<file path="config.mk">
export PLATFORM = sky130hd
export DESIGN_NAME = ppu_ctrl
export DESIGN_NICKNAME = d
export VERILOG_FILES = /design/src/rtl/ppu_ctrl_pkg.sv /design/src/rtl/ppu_ctrl_packer.sv /design/src/rtl/ppu_ctrl.sv
export SDC_FILE = /design/constraint.sdc
export NUM_CORES = 1
export LEC_CHECK = 0
export CORE_MARGIN = 8
export CORE_UTILIZATION = 50
export DETAILED_ROUTE_END_ITERATION = 10
export PLACE_DENSITY = 0.85
export SYNTH_ARGS = -nofsm -noshare
export SYNTH_HDL_FRONTEND = slang
export SYNTH_SLANG_ARGS = --single-unit
</file>
<file path="constraint.sdc">
create_clock -name clk -period 4 [get_ports clk]
set_input_delay 1.2 -clock clk [delete_from_list [all_inputs] [get_ports clk]]
set_output_delay 1.2 -clock clk [all_outputs]
set_load 0.02 [all_outputs]
</file>
<file path="src/rtl/ppu_ctrl_pkg.sv">
// Shared types and constants for the PPU sequencer (ppu_ctrl) and its output packer.
package ppu_ctrl_pkg;

    localparam int BYTES_PER_WORD = 4;
    localparam int SCALE_W        = 6;
    localparam int CFG_ADDR_W     = 16;
    localparam int CFG_LEN_W      = 16;

    typedef enum logic [1:0] {
        IDLE  = 2'd0,
        READ  = 2'd1,
        DRAIN = 2'd2,
        DONE  = 2'd3
    } ctrl_state_e;

    typedef struct packed {
        logic [CFG_LEN_W-1:0]  len;
        logic [CFG_ADDR_W-1:0] src;
        logic [CFG_ADDR_W-1:0] dst;
        logic [SCALE_W-1:0]    scale;
    } ppu_cfg_t;

    // Byte enables covering lanes 0..last_lane of a word.
    function automatic logic [BYTES_PER_WORD-1:0] lane_strb(input logic [1:0] last_lane);
        case (last_lane)
            2'd0:    lane_strb = 4'b0001;
            2'd1:    lane_strb = 4'b0011;
            2'd2:    lane_strb = 4'b0111;
            default: lane_strb = 4'b1111;
        endcase
    endfunction

endpackage

</file>
<file path="src/rtl/ppu_ctrl_packer.sv">
// ppu_out_packer: gathers 8-bit PPU results into little-endian 32-bit words and
// emits one registered write per full word, or per partial word on the last result.
module ppu_out_packer
    import ppu_ctrl_pkg::*;
(
    input  logic        clk,
    input  logic        rst,
    input  logic        valid_i,
    input  logic [7:0]  byte_i,
    input  logic        last_i,
    output logic        flush_o,
    output logic        wr_en_o,
    output logic [31:0] data_o,
    output logic [3:0]  strb_o
);

    logic [1:0]  lane_q,  lane_d;
    logic [31:0] pack_q,  pack_d;
    logic        wr_en_q, wr_en_d;
    logic [31:0] data_q,  data_d;
    logic [3:0]  strb_q,  strb_d;
    logic [31:0] merged_s;
    logic        flush_s;

    // Next-state for lane index, pack register and the registered write.
    always_comb begin
        merged_s = pack_q;
        merged_s[{lane_q, 3'b000} +: 8] = byte_i;
        flush_s  = valid_i & (last_i | (lane_q == 2'd3));
        lane_d   = lane_q;
        pack_d   = pack_q;
        wr_en_d  = flush_s;
        data_d   = 32'h0000_0000;
        strb_d   = 4'b0000;
        if (flush_s) begin
            // Clearing the pack register keeps unused tail bytes at zero.
            lane_d = 2'd0;
            pack_d = 32'h0000_0000;
            data_d = merged_s;
            strb_d = lane_strb(lane_q);
        end else if (valid_i) begin
            lane_d = lane_q + 2'd1;
            pack_d = merged_s;
        end else begin
            lane_d = lane_q;
            pack_d = pack_q;
        end
    end

    // Packer state registers.
    always_ff @(posedge clk) begin
        if (rst) begin
            lane_q  <= 2'd0;
            pack_q  <= 32'h0000_0000;
            wr_en_q <= 1'b0;
            data_q  <= 32'h0000_0000;
            strb_q  <= 4'b0000;
        end else begin
            lane_q  <= lane_d;
            pack_q  <= pack_d;
            wr_en_q <= wr_en_d;
            data_q  <= data_d;
            strb_q  <= strb_d;
        end
    end

    assign flush_o = flush_s;
    assign wr_en_o = wr_en_q;
    assign data_o  = data_q;
    assign strb_o  = strb_q;

endmodule

</file>
<file path="src/rtl/ppu_ctrl.sv">
// ppu_ctrl: streams psums into the PPU and writes packed 8-bit results to the output buffer.
// Optional macro PPU_CTRL_PERF_EN adds the perf_cycles busy-cycle counter port.
module ppu_ctrl
    import ppu_ctrl_pkg::*;
#(
    parameter int ADDR_W = CFG_ADDR_W,
    parameter int LEN_W  = CFG_LEN_W
)
(
    input  logic               clk,
    input  logic               rst,
    input  logic               start,
    input  logic [LEN_W-1:0]   cfg_len,
    input  logic [ADDR_W-1:0]  cfg_src_base,
    input  logic [ADDR_W-1:0]  cfg_dst_base,
    input  logic [SCALE_W-1:0] cfg_scale,
    output logic               busy,
    output logic               done,
    output logic               psum_rd_en,
    output logic [ADDR_W-1:0]  psum_rd_addr,
    input  logic [31:0]        psum_rd_data,
    output logic               ppu_en,
    output logic [31:0]        ppu_data,
    output logic [SCALE_W-1:0] ppu_scale,
    input  logic               ppu_valid,
    input  logic [7:0]         ppu_out,
    output logic               ob_wr_en,
    output logic [ADDR_W-1:0]  ob_wr_addr,
    output logic [31:0]        ob_wr_data,
    output logic [3:0]         ob_wr_strb
`ifdef PPU_CTRL_PERF_EN
    ,
    output logic [31:0]        perf_cycles
`endif
);

    ctrl_state_e        state_q,    state_d;
    ppu_cfg_t           cfg_q,      cfg_d;
    logic [LEN_W-1:0]   rd_cnt_q,   rd_cnt_d;
    logic [ADDR_W-1:0]  rd_addr_q,  rd_addr_d;
    logic               rd_en_q,    rd_en_d;
    logic               ppu_en_q,   ppu_en_d;
    logic               busy_q,     busy_d;
    logic               done_q,     done_d;
    logic [LEN_W-1:0]   out_cnt_q,  out_cnt_d;
    logic               got_all_q,  got_all_d;
    logic [ADDR_W-1:0]  word_idx_q, word_idx_d;
    logic [ADDR_W-1:0]  wr_addr_q,  wr_addr_d;
    logic               last_wr_q,  last_wr_d;
    logic               valid_acc_s;
    logic               last_s;
    logic               flush_s;

    // Stray valids outside a run, or beyond the expected count, are dropped.
    assign valid_acc_s = ppu_valid & ((state_q == READ) | (state_q == DRAIN)) & ~got_all_q;
    assign last_s      = (out_cnt_q == (cfg_q.len - LEN_W'(1)));

    // Sequencer next-state: read issue, result counting and write addressing.
    always_comb begin
        state_d    = state_q;
        cfg_d      = cfg_q;
        rd_cnt_d   = rd_cnt_q;
        rd_addr_d  = rd_addr_q;
        rd_en_d    = 1'b0;
        out_cnt_d  = out_cnt_q;
        got_all_d  = got_all_q;
        word_idx_d = word_idx_q;
        wr_addr_d  = wr_addr_q;
        last_wr_d  = 1'b0;
        case (state_q)
            IDLE: begin
                if (start) begin
                    cfg_d      = '{len: cfg_len, src: cfg_src_base, dst: cfg_dst_base, scale: cfg_scale};
                    rd_addr_d  = cfg_src_base;
                    rd_cnt_d   = LEN_W'(1);
                    out_cnt_d  = LEN_W'(0);
                    got_all_d  = 1'b0;
                    word_idx_d = ADDR_W'(0);
                    if (cfg_len != LEN_W'(0)) begin
                        state_d = READ;
                        rd_en_d = 1'b1;
                    end else begin
                        state_d = DONE;
                    end
                end else begin
                    state_d = IDLE;
                end
            end
            READ: begin
                if (rd_cnt_q == cfg_q.len) begin
                    state_d = DRAIN;
                end else begin
                    rd_en_d   = 1'b1;
                    rd_addr_d = cfg_q.src + ADDR_W'(rd_cnt_q);
                    rd_cnt_d  = rd_cnt_q + LEN_W'(1);
                end
            end
            DRAIN: begin
                if (last_wr_q) begin
                    state_d = DONE;
                end else begin
                    state_d = DRAIN;
                end
            end
            DONE: begin
                state_d = IDLE;
            end
            default: begin
                state_d = IDLE;
            end
        endcase

        if (valid_acc_s) begin
            out_cnt_d = out_cnt_q + LEN_W'(1);
            got_all_d = got_all_q | last_s;
        end else begin
            out_cnt_d = out_cnt_d;
        end

        if (flush_s) begin
            wr_addr_d  = cfg_q.dst + word_idx_q;
            word_idx_d = word_idx_q + ADDR_W'(1);
            last_wr_d  = last_s;
        end else begin
            last_wr_d  = 1'b0;
        end

        ppu_en_d = rd_en_q;
        busy_d   = (state_d != IDLE);
        done_d   = (state_d == DONE);
    end

    // Sequencer registers; reset aborts any run in flight.
    always_ff @(posedge clk) begin
        if (rst) begin
            state_q    <= IDLE;
            cfg_q      <= '0;
            rd_cnt_q   <= LEN_W'(0);
            rd_addr_q  <= ADDR_W'(0);
            rd_en_q    <= 1'b0;
            ppu_en_q   <= 1'b0;
            busy_q     <= 1'b0;
            done_q     <= 1'b0;
            out_cnt_q  <= LEN_W'(0);
            got_all_q  <= 1'b0;
            word_idx_q <= ADDR_W'(0);
            wr_addr_q  <= ADDR_W'(0);
            last_wr_q  <= 1'b0;
        end else begin
            state_q    <= state_d;
            cfg_q      <= cfg_d;
            rd_cnt_q   <= rd_cnt_d;
            rd_addr_q  <= rd_addr_d;
            rd_en_q    <= rd_en_d;
            ppu_en_q   <= ppu_en_d;
            busy_q     <= busy_d;
            done_q     <= done_d;
            out_cnt_q  <= out_cnt_d;
            got_all_q  <= got_all_d;
            word_idx_q <= word_idx_d;
            wr_addr_q  <= wr_addr_d;
            last_wr_q  <= last_wr_d;
        end
    end

    ppu_out_packer u_packer (
        .clk     (clk),
        .rst     (rst),
        .valid_i (valid_acc_s),
        .byte_i  (ppu_out),
        .last_i  (last_s),
        .flush_o (flush_s),
        .wr_en_o (ob_wr_en),
        .data_o  (ob_wr_data),
        .strb_o  (ob_wr_strb)
    );

`ifdef PPU_CTRL_PERF_EN
    logic [31:0] perf_q, perf_d;

    // Busy-cycle counter: cleared on an accepted start, saturating.
    always_comb begin
        if ((state_q == IDLE) && start) begin
            perf_d = 32'h0000_0000;
        end else if (busy_q && (perf_q != 32'hFFFF_FFFF)) begin
            perf_d = perf_q + 32'h0000_0001;
        end else begin
            perf_d = perf_q;
        end
    end

    // Busy-cycle counter register.
    always_ff @(posedge clk) begin
        if (rst) begin
            perf_q <= 32'h0000_0000;
        end else begin
            perf_q <= perf_d;
        end
    end

    assign perf_cycles = perf_q;
`endif

    assign busy         = busy_q;
    assign done         = done_q;
    assign psum_rd_en   = rd_en_q;
    assign psum_rd_addr = rd_addr_q;
    assign ppu_en       = ppu_en_q;
    // Gated so the PPU input reads zero whenever no element is being fed.
    assign ppu_data     = ppu_en_q ? psum_rd_data : 32'h0000_0000;
    assign ppu_scale    = cfg_q.scale;
    assign ob_wr_addr   = wr_addr_q;

endmodule

</file>
Yosys cells after proc, flatten, opt, wreduce, memory -nomap -nowiden
Index checks and enable logic that the tools add are counted.
Widths: inputs -> output; s select.
{"block": "totals", "input_bits": 98, "wordCells": 90, "ff_bits": 213, "out_inout_bits": 111}
{"block": "classes", "shift": 2, "bitwise_logic": 8, "mux": 25, "add_sub_neg": 8, "reduce_logical": 15, "eq_ne": 11}
{"op": "$mux 16", "count": 8}
{"op": "$pmux 16 s2", "count": 2}
{"op": "$add 16x1->16 const B", "count": 3}
{"op": "$add 16x16->16", "count": 2}
{"op": "$bwmux 32", "count": 1}
{"op": "$eq 16x16->1", "count": 2}
{"op": "$mux 32", "count": 1}
{"op": "$shift 8x7->32 const A", "count": 1}
{"op": "$shiftx 8x7->32", "count": 1}
{"op": "$reduce_bool 16->1", "count": 1}
{"op": "$sub 16x1->16 const B", "count": 1}
{"op": "$pmux 4 s3", "count": 1}
{"op": "$reduce_bool 2->1", "count": 6}
{"op": "$eq 2x2->1 const B", "count": 5}
{"op": "$pmux 2 s4", "count": 1}
{"op": "$mux 1", "count": 7}
{"op": "$neg 5->7", "count": 1}
{"op": "$mux 2", "count": 3}
{"op": "$reduce_and 2->1", "count": 3}
{"op": "$eq 2x1->1 const B", "count": 2}
{"op": "$logic_not 2->1", "count": 2}
{"op": "$ne 2x2->1 const B", "count": 2}
{"op": "$reduce_or 2->1", "count": 2}
{"op": "$and 1x1->1", "count": 3}
{"op": "other kinds (5)", "count": 8}

Depth between registers and ports, before layout
{"block": "depth", "word_depth": 7, "mapped_depth": 14, "depth_no_buf": 11}

By module
From an unflattened synthesis, not the netlist that was laid out.
{"block": "hier_totals", "hier_cells": 1336, "hier_area_um2": 10918.0}
{"module": "ppu_ctrl", "area_per_inst_um2": 8185.4, "seq_area_each_um2": 2842.7, "cells_per_inst": 1045, "instances": 1}
{"module": "ppu_out_packer", "area_per_inst_um2": 2732.6, "seq_area_each_um2": 1421.4, "cells_per_inst": 291, "instances": 1}

Least setup slack after synthesis
No wires, ideal clock.
{"block": "synth_timing", "kind": "input -> register", "startpoint": "in ppu_valid", "endpoint": "reg word_idx_q[2]", "path_slack_ns": 0.735, "cell_stages": 12, "t_required_ns": 3.943, "t_arrival_ns": 3.208, "setup_time_ns": 0.057, "path_buffers": 4, "path_cell_list": "and3b_1 > clkbuf_1 > nand3_1 > nor3_1 > nand4_1 > or4_4 > buf_6 > a21o_1 > buf_6 > buf_6 > nor3b_2 > a21o_1"}
{"block": "synth_via", "elab_chain_len": 5, "elab_cells_between_ends": 7, "cone_classes": "mux (1); bitwise (3); reduce/logical (3)"}
{"item": "start: declaration", "line_no": "ppu_ctrl.sv:25", "source": "input logic ppu_valid,"}
{"item": "$and 1x1->1 (*) (2 in a row)", "line_no": "ppu_ctrl.sv:55", "source": "assign valid_acc_s = ppu_valid & ((state_q == READ) | (state_q == DRAIN)) & ~got_all_q;"}
{"item": "$and 1x1->1 (*)", "line_no": "ppu_ctrl_packer.sv:29", "source": "flush_s = valid_i & (last_i | (lane_q == 2'd3));"}
{"item": "$reduce_bool 2->1 (no line)"}
{"item": "$reduce_and 2->1 (no line)"}
{"item": "end signal: assignment", "line_no": "ppu_ctrl.sv:160", "source": "word_idx_q <= word_idx_d;"}
{"item": "end: declaration", "line_no": "ppu_ctrl.sv:47", "source": "logic [ADDR_W-1:0] word_idx_q, word_idx_d;"}
Mark *: on every way between the ends. The rest lies on a longest branch, timed or not.
A chain may end at the register's enable or synchronous reset.

Worst setup path after layout
{"block": "layout_timing", "startpoint": "reg cfg_q[38] (netlist bit)", "endpoint": "reg word_idx_q[10]"}
{"block": "layout_via", "elab_chain_len": 6, "elab_cells_between_ends": 8, "cone_classes": "add/sub (1); eq/ne (1); mux (1); bitwise (2); reduce/logical (3)"}
{"item": "start: declaration", "line_no": "ppu_ctrl.sv:38", "source": "ppu_cfg_t cfg_q, cfg_d;"}
{"item": "start signal: assignment", "line_no": "ppu_ctrl.sv:151", "source": "cfg_q <= cfg_d;"}
{"item": "$sub 16x1->16 (*)", "line_no": "ppu_ctrl.sv:56", "source": "assign last_s = (out_cnt_q == (cfg_q.len - LEN_W'(1)));"}
{"item": "$eq 16x16->1 (*)", "line_no": "ppu_ctrl.sv:56"}
{"item": "$or 1x1->1 (*)", "line_no": "ppu_ctrl_packer.sv:29"}
{"item": "$and 1x1->1 (*)", "line_no": "ppu_ctrl_packer.sv:29"}
{"item": "$reduce_bool 2->1 (no line)"}
{"item": "$reduce_and 2->1 (no line)"}
Marked as above.

==> results_dict.tcl <==
set metrics [dict create \
    cts_htree_levels 1 \
    synth-seq-area-share 0.401 \
    synth.top_cells.by_count "dfxtp_1 (213), nand2_1 (150), a21oi_1 (144), nor2_1 (138), xnor2_1 (49)" \
    ir_worst_vdd_v 0.000310 \
    rows 53 \
    hold_viol_final 0 \
    postRouteAntennaNets 0 \
    n_antenna_cell 0 \
    rsz0062_at_grt "false" \
    die_w_um 162 \
    finalNetCount 1594 \
    criticalPathCategory "reg2reg" \
    layout-drive-gt1-share 0.0512 \
    core_um2 21000 \
    hold_depth 2 \
    min-delay-start "ppu_scale[2]$_SDFFE_PP0P_" \
    max_slew.worst_pin.slew_ns 0.912 \
    final_cells 1740 \
    ff2ff_setup_slack_ns 0.28 \
    worstPathRequired_ns 4.39 \
    min_to "ppu_scale[2]$_SDFFE_PP0P_" \
    die_h_um 162 \
    num_vias 9810 \
    cts_buffers 23 \
    grt_max_degree 58 \
    initial_core_util 0.507 \
    cts_buffer_depth 3 \
    syn-cell-area_um2 10600 \
    status "finished, final reports clean" \
    cts_tree "yes" \
    routed_wire_length_per_instance_um 17.1 \
    synth_top_area_cell "dfxtp_1" \
    critPathLaunchType "flip-flop" \
    cts_sinks 213 \
    port_buffers 208 \
    fin_total_pwr_mw 5.71 \
    tns_ns 0 \
    grt_antenna_before_repair 1 \
    maxSlewViolCount 0 \
    placement.setup.worst_slack_ns 0.196 \
    clkTransAtPathRegs_ns 0.06 \
    setup_slack_ns 0.277 \
    place_congestion 0.903 \
    viasPerCell 5.64 \
    cts_root_buf "clkbuf_16" \
    yosys-top-cells-area "dfxtp_1 (40%), a21oi_1 (6.8%), nand2_1 (5.3%), ha_1 (5.2%), nor2_1 (4.9%)" \
    cts_setup_buffers 0 \
    skew_ns 0.0174 \
    syn_inst 1281 \
    power.leakage_nw 5.25 \
    first_iter_violations 709 \
    ys_ff_latch 213 \
    slew_headroom 0.387 \
    crit_family "compound AO/OA/AOI/OAI gates" \
    clk_latency_ns 0.51 \
    die-area_um2 26200 \
    synth.distinct_cells 65 \
    fmax_ghz 0.269 \
    setup_viol 0 \
    synth.most_common_cell "dfxtp_1" \
    ys.flop_type "dfxtp_1" \
    layout_min_cycle_time_ns 3.72 \
    grt_util_all_layers 0.217 \
    area_growth_syn_to_layout_pct 27.9 \
    syn_nets 1425 \
    r2r_start "cfg_q[38]$_SDFFE_PP0P_" \
    ys_async_sr_fraction 0 \
    boundaryPins 209 \
    grt_pass1_wl_um 47700 \
    min_period_over_period 0.931 \
    crit_slowest_cell "a21o_1" \
    dr.pass1.iters 6 \
    critPathMaxFanout 21 \
    critPathMaxStageDelay_ns 0.66 \
    postCtsHoldBufs 0 \
    path_depth 10 \
    ys_warn_count 0 \
    arrival_ns 4.11 \
    synth_edf_count 0 \
    avgSynthCellArea_um2 8.30 \
    hold_class "reg2reg" \
    path_cells "inv_1, ha_1, nor3b_1, nand2_1, a21bo_2, o22ai_1, or4_4, a21o_1, clkinv_1, a221o_1" \
    powerDensity_nw_per_um2 420 \
    r2r_cells 10 \
    synth_top_area_frac 0.401 \
    grt_pass1_vias 9474 \
    cap_viol_max_count 0 \
    ctsResizeCount 0 \
    drt-total-wl_um 29700 \
    reg2reg_to "word_idx_q[10]$_SDFFE_PP0P_" \
    dpl.cell_count 1700 \
    grt.overflow.total 0 \
    post-dp-hpwl_um 21800 \
    drc 0 \
    cp_num_buf_inv 2 \
    cp-end-kind "flip-flop" \
]
[cell type report]
class                           count  area [um^2]
Tap cell                          275          344
Sequential cell                   213         4260
Fill cell                        1651         7370
Timing Repair Buffer              224         2220
Inverter                           26         97.6
Clock inverter                     11          144
Multi-Input combinational cell    962         5890
Clock buffer                       29          628
[cell families (layout without fill, tap and decap cells)]
| family | count (synthesis) | in the layout | synth area share |
|---|---|---|---|
| simple gates | 522 | 522 | 0.242 |
| compound gates | 290 | 290 | 0.166 |
| flops | 213 | 213 | 0.401 |
| buf+inv | 106 | 290 | 0.0459 |
| xor+xnor | 77 | 77 | 0.0635 |
| fa+ha+maj | 46 | 46 | 0.0556 |
| mux | 27 | 27 | 0.0256 |
[cells in the final DEF, fill, tap and decap left out, types with 10 or more instances in the layout]
cell type / netlist / routed
a21o_1: 13 / 13
a21oi_1: 144 / 142
a22oi_1: 32 / 32
and2_1: 37 / 36
and3_1: 13 / 13
buf_4: 6 / 15
clkbuf_16: 0 / 23
clkdlybuf4s50_1: 0 / 207
dfxtp_1: 213 / 213
ha_1: 44 / 44
inv_1: 25 / 25
mux2i_1: 26 / 26
nand2_1: 150 / 149
nand2b_1: 10 / 10
nand3_1: 28 / 28
nand4_1: 21 / 21
nor2_1: 138 / 138
nor2b_1: 42 / 42
nor3_1: 22 / 22
nor4_1: 15 / 15
o21a_1: 13 / 13
o21ai_0: 34 / 34
or3_1: 10 / 10
xnor2_1: 49 / 49
xor2_1: 28 / 28
[per-layer routing]
layer	up-vias	track usage	wire, um
met2	341	0.378	14200
met1	4622	0.262	12600
met3	64	0.0443	2040
li1	4781	-	-
met4	2	0.0732	814
met5	-	0	13
[stage by stage]
stage / util / hold WS (ns) / instance area [um^2]
global route: 0.648 / 0.483 / 13600
floorplan: - / 0.437 / 10600
CTS: 0.648 / 0.456 / 13600
finish: 0.648 / 0.455 / 13600
detailed placement: 0.612 / 0.447 / 12800
global placement: 0.612 / 0.442 / 12800
[worst max-delay path by stage]
stage / startpoint / endpoint / slack (ns)
after global placement: ppu_valid / word_idx_q[6]$_SDFFE_PP0P_ / 0.28
after global routing: cfg_q[38]$_SDFFE_PP0P_ / word_idx_q[10]$_SDFFE_PP0P_ / 0.01
after CTS: psum_rd_data[19] / ppu_data[19] / 0.31
after floorplan: ppu_valid / word_idx_q[2]$_SDFFE_PP0P_ / 0.73
final: cfg_q[38]$_SDFFE_PP0P_ / word_idx_q[10]$_SDFFE_PP0P_ / 0.28
after detailed placement: ppu_valid / word_idx_q[6]$_SDFFE_PP0P_ / 0.20
[worst register-to-register path: stages (launching register included)]
cell and delay (ns):
dfxtp_1 0.40, inv_1 0.09, ha_1 0.19, nor3b_1 0.52, nand2_1 0.21, a21bo_2 0.25
o22ai_1 0.23, or4_4 0.25, a21o_1 0.66, clkinv_1 0.43, a221o_1 0.39
[where the power goes]
| part | switching, mW | internal (mW) |
|---|---|---|
| registers | 0.115 | 2.24 |
| clock network | 0.856 | 1.31 |
| logic | 0.680 | 0.508 |
| total | 1.65 | 4.06 |
[flip-flops by register name, indices dropped and copies added, names as in the netlist]
name              count
busy                  1
word_idx_q           16
rd_cnt_q             16
u_packer.strb_o       4
ppu_en                1
last_wr_q             1
got_all_q             1
psum_rd_en            1
psum_rd_addr         16
done                  1
state_q               2
cfg_q                48
u_packer.wr_en_o      1
u_packer.data_o      32
out_cnt_q            16
ppu_scale             6
u_packer.lane_q       2
u_packer.pack_q      32
ob_wr_addr           16
Note: power is estimated with default switching activity, not from simulation.
